### src/rtl/arb_mux.sv
// arb_mux: N-input round-robin arbiter feeding a single registered output
// slot (EMPTY/FULL) with ready/valid handshakes on both sides.
// Optional feature: define ARB_MUX_PRIO_EN to add the fixed_prio input, which
// switches the arbiter to lowest-index-wins without moving the pointer.
module arb_mux #(
  parameter int WIDTH  = 32,
  parameter int NUM_IN = 4,
  parameter int SEL_W  = 2
) (
  input  logic                      clk,
  input  logic                      rst_n,
  input  logic [NUM_IN-1:0]         in_valid,
  input  logic [NUM_IN*WIDTH-1:0]   in_data,
  output logic [NUM_IN-1:0]         in_ready,
  output logic                      out_valid,
  output logic [WIDTH-1:0]          out_data,
  output logic [SEL_W-1:0]          out_sel,
`ifdef ARB_MUX_PRIO_EN
  input  logic                      fixed_prio,
`endif
  input  logic                      out_ready
);

  localparam logic [0:0] EMPTY = 1'b0;
  localparam logic [0:0] FULL  = 1'b1;

  logic [0:0]        state_r;
  logic [0:0]        state_nxt_s;
  logic [SEL_W-1:0]  ptr_r;
  logic [SEL_W-1:0]  start_s;
  logic [SEL_W-1:0]  grant_s;
  logic              found_s;
  logic              load_s;
  logic              upd_ptr_s;
  logic [WIDTH-1:0]  sel_data_s;
  logic [WIDTH-1:0]  data_r;
  logic [SEL_W-1:0]  sel_r;

  assign out_valid = (state_r == FULL);
  assign out_data  = data_r;
  assign out_sel   = sel_r;

  // Load whenever the slot is free or draining and someone offers a word;
  // gated by rst_n so nothing is accepted while reset is held.
  always_comb begin
    load_s = rst_n && (!out_valid || out_ready) && (|in_valid);
  end

  // Pick the search start: lowest index in fixed-priority mode, else the pointer.
  always_comb begin
`ifdef ARB_MUX_PRIO_EN
    if (fixed_prio) begin
      start_s   = '0;
      upd_ptr_s = 1'b0;
    end else begin
      start_s   = ptr_r;
      upd_ptr_s = load_s;
    end
`else
    start_s   = ptr_r;
    upd_ptr_s = load_s;
`endif
  end

  // Circular search upward from start_s for the first valid channel.
  always_comb begin
    int idx;
    found_s = 1'b0;
    grant_s = '0;
    idx     = 0;
    for (int k = 0; k < NUM_IN; k++) begin
      idx = int'(start_s) + k;
      if (idx >= NUM_IN) begin
        idx = idx - NUM_IN;
      end else begin
        idx = idx;
      end
      for (int j = 0; j < NUM_IN; j++) begin
        if (!found_s && (j == idx) && in_valid[j]) begin
          found_s = 1'b1;
          grant_s = SEL_W'(j);
        end else begin
          found_s = found_s;
        end
      end
    end
  end

  // One-hot ready for the granted channel only during a load.
  always_comb begin
    in_ready = '0;
    for (int i = 0; i < NUM_IN; i++) begin
      if (load_s && found_s && (grant_s == SEL_W'(i))) begin
        in_ready[i] = 1'b1;
      end else begin
        in_ready[i] = 1'b0;
      end
    end
  end

  // Data mux for the granted channel.
  always_comb begin
    sel_data_s = '0;
    for (int i = 0; i < NUM_IN; i++) begin
      if (grant_s == SEL_W'(i)) begin
        sel_data_s = in_data[i*WIDTH +: WIDTH];
      end else begin
        sel_data_s = sel_data_s;
      end
    end
  end

  // Output slot next state: a load always leaves it FULL, a drain without load empties it.
  always_comb begin
    state_nxt_s = state_r;
    case (state_r)
      EMPTY: begin
        if (load_s) begin
          state_nxt_s = FULL;
        end else begin
          state_nxt_s = EMPTY;
        end
      end
      FULL: begin
        if (load_s) begin
          state_nxt_s = FULL;
        end else if (out_ready) begin
          state_nxt_s = EMPTY;
        end else begin
          state_nxt_s = FULL;
        end
      end
      default: state_nxt_s = EMPTY;
    endcase
  end

  // Slot state register.
  always_ff @(posedge clk or negedge rst_n) begin
    if (!rst_n) begin
      state_r <= EMPTY;
    end else begin
      state_r <= state_nxt_s;
    end
  end

  // Capture word and source index on a load; hold otherwise (covers backpressure).
  always_ff @(posedge clk or negedge rst_n) begin
    if (!rst_n) begin
      data_r <= '0;
      sel_r  <= '0;
    end else if (load_s) begin
      data_r <= sel_data_s;
      sel_r  <= grant_s;
    end else begin
      data_r <= data_r;
      sel_r  <= sel_r;
    end
  end

  // Round-robin pointer moves just past the winner; frozen when nothing is granted.
  always_ff @(posedge clk or negedge rst_n) begin
    if (!rst_n) begin
      ptr_r <= '0;
    end else if (upd_ptr_s) begin
      if (grant_s == SEL_W'(NUM_IN - 1)) begin
        ptr_r <= '0;
      end else begin
        ptr_r <= grant_s + SEL_W'(1);
      end
    end else begin
      ptr_r <= ptr_r;
    end
  end

endmodule

### config.mk
export PLATFORM = sky130hd
export DESIGN_NAME = arb_mux
export DESIGN_NICKNAME = d
export VERILOG_FILES = /design/src/rtl/arb_mux.sv
export SDC_FILE = /design/constraint.sdc
export NUM_CORES = 1
export LEC_CHECK = 0
export CAP_MARGIN = 20
export CORE_ASPECT_RATIO = 0.8
export CORE_MARGIN = 5
export CORE_UTILIZATION = 66
export DETAILED_ROUTE_END_ITERATION = 6
export DONT_BUFFER_PORTS = 1
export GPL_TIMING_DRIVEN = 0
export PLACE_DENSITY = 0.82
export SLEW_MARGIN = 5
export SYNTH_ARGS = -nofsm -noshare
export SYNTH_HDL_FRONTEND = slang
export SYNTH_SLANG_ARGS = --single-unit
### constraint.sdc
create_clock -name clk -period 5.3 [get_ports clk]
set_input_delay 1.59 -clock clk [delete_from_list [all_inputs] [get_ports clk]]
set_output_delay 1.59 -clock clk [all_outputs]
set_load 0.01 [all_outputs]
==> metrics.yaml <==
synthesis:
  synth_cells: 291
  synth_cell_types: 28
  synthFlopType: "dfrtp_1"
  ys_seq_elements: 37
  seq_area_frac_synth_pct: 37.4
  synthArstFlopShare_pct: 100
  synth_area_leaders: "dfrtp_1 (37%), a211o_1 (11%), a221oi_1 (11%)"
  yosys.area.top_type: "dfrtp_1"
  synth-edff-count: 0
  synth_most_common_cell: "dfrtp_1"
  yosys.area.top_type_share_pct: 37.4
  ys_warn_count: 0
  avgSynthCellArea_um2: 8.50
  netlist_area_um2: 2470
  synth_nets: 430
  synth_common_cells: "dfrtp_1 (37), inv_1 (36), nor2_1 (36), nand2_1 (32)"
routing:
  avgRoutedWirePerCell_um: 21.1
  drcViolationCount: 0
  ant_nets: 0
  drt-vias-per-instance: 6.76
  vias: 2300
  drtPass1Iterations: 4
  finalWirelength_um: 7170
  drtIter0Drc: 104
grt:
  grt-ovfl-total: 0
  grt_max_degree: 39
  grt_pass1_vias: 2297
  grt_pass1_wl_um: 11300
  grt_usage_pct: 28.1
  grt_antenna_before_repair: 0
cts:
  clkSlewWorstSetupHoldPaths_ns: 0.06
  ctsResizeCount: 0
  cts_inserted_buffers: 5
  htree_levels: 2
  cts_tree: "yes"
  cts_hold_buf: 0
  clock_sinks: 37
  cts_root_buf: "clkbuf_8"
  clock_path_buffers: 2
  post_cts_buffers: 0
  clk-insertion-delay-late_ns: 0.28
placement:
  io_buffers: 0
  dpl-instance-area_um2: 2520
  gp_congestion: 0.850
  hpwl_um: 5650
timing:
  hold_viol_final: 0
  max_freq_mhz: 209
  max_slew_margin_pct: 67.5
  period_minus_slack_ns: 4.78
  setup_violations: 0
  finalClockSkew_ns: 0.00572
  rsz0062_at_grt: "no"
  slew_viol_final: 0
  finalSetupTns_ns: 0
  fin_hold_ws_ns: 0.599
  worstMarginPinSlew_ns: 0.487
  finalCritPeriodShare_pct: 90.2
worst_setup_path:
  worst_ep_arrival_time_ns: 3.19
  cpLargestDelayFamily: "simple AND/OR/NAND/NOR gates"
  path_max_fanout: 10
  critical_path_class: "in2out"
  crit_path_end_kind: "output port"
  worstPathBufferInverterCount: 2
  cpPeakStageDelay_ns: 0.39
  required_ns: 3.71
  startpoint_type: "input port"
  crit_path_top_delay_cell: "buf_1"
  critical_path.cell_chain: "nor3b_1 -> a211oi_1 -> nor2_1 -> ha_1 -> buf_2 -> buf_1 -> and2_1"
floorplan:
  rows: 19
  floorplan.initialDensity_pct: 70.3
  io_pins: 174
  die-area_um2: 5080
  die_h_um: 64.7
  core-area_um2: 3520
  chipWidth_um: 78.4
pwr:
  power_density_nw_per_um2: 547
  ir_worst_vdd_mv: 0.314
  finalPower_uw: 1430
  p_leak_uw: 0.00117
flow_run:
  max_cap_viol_count: 0
finish:
  areaGrowthSynthToFinish_pct: 5.62
  n_antenna_cell: 0
  final_cell_area_um2: 2610
  nNetsFinal: 437
  layout-drive-gt1-share_pct: 9.73
outcome:
  status: "finished clean"
hold_path:
  hp-class: "reg2reg"
==> metal layers <==
| metal | GRT usage, % | part of all wire (%) | vias to the layer above | routed length (um) |
|---|---|---|---|---|
| met5 | 0 | 0 | - | 0 |
| met4 | 8.08 | 1.7 | 0 | 124 |
| met3 | 11.6 | 11 | 15 | 795 |
| met2 | 44.4 | 49 | 141 | 3490 |
| met1 | 35.8 | 38 | 1077 | 2760 |
| li1 | - | - | 1067 | - |
==> worst reg2reg max path: cells and delay by family (launching register included) <==
family / cells / cell delay, ns
simple gates: 3 / 0.63
fa+ha+maj: 1 / 0.19
buf+inv: 3 / 0.48
compound gates: 4 / 0.65
flops: 1 / 0.45
==> where the power goes <==
part           total (uW)  internal [uW]  switching (uW)
clock network         195            103            91.5
logic                 670            307             363
registers             563            404             159
total                1430            814             613
==> flip-flops by register name (all words and copies together), names as in the netlist <==
register	flops
out_data	32
out_valid	1
out_sel	2
ptr_r	2
==> layout by cell type, fill, tap and decap left out, types with 4 or more instances in the layout <==
cell and n:
clkbuf_1 13, a31oi_1 31, dfrtp_1 37, clkbuf_8 6, a221oi_1 31, inv_1 36
and2_1 4, ha_1 4, nand2_1 32, buf_2 10, a21oi_1 4, a211o_1 31
nor2_1 36
==> final cells by class <==
type / instances / area [um^2]
Multi-Input combinational cell: 190 / 1270
Sequential cell: 37 / 926
Fill cell: 293 / 907
Buffer: 28 / 144
Inverter: 36 / 135
Clock buffer: 7 / 86.3
Tap cell: 42 / 52.6
==> path summary, 6_finish.rpt <==
path	from	end	slack (ns)	cells past startpoint
max	in_valid[1]	in_ready[2]	0.52	7
min	out_sel[0]	out_sel[0]	0.60	1
max reg2reg	ptr_r[1]	out_data[28]	2.82	11
min reg2reg	out_sel[0]	out_sel[0]	0.60	1
max in group asynchronous	rst_n	out_valid	4.21	0
min in group asynchronous	rst_n	out_data[15]	1.00	0
==> kinds of logic (layout without fill, tap and decap cells) <==
logic type      count (synthesis)  in the layout  share of synthesized area [%]
fa+ha+maj                       4              4                           2.02
compound gates                105            105                           34.5
flops                          37             37                           37.4
buf+inv                        64             71                           11.3
simple gates                   77             77                           13.0
mux                             4              4                           1.77
==> through the flow <==
stage	instances	utilization [%]	setup WS [ns]
3_3_place_gp	333	71.8	0.580
4_1_cts	340	74.2	0.542
6_report	340	74.2	0.518
5_1_grt	340	74.2	0.381
2_1_floorplan	291	-	0.852
3_5_place_dp	333	71.8	0.544
Power figures use the tool's default switching activity.
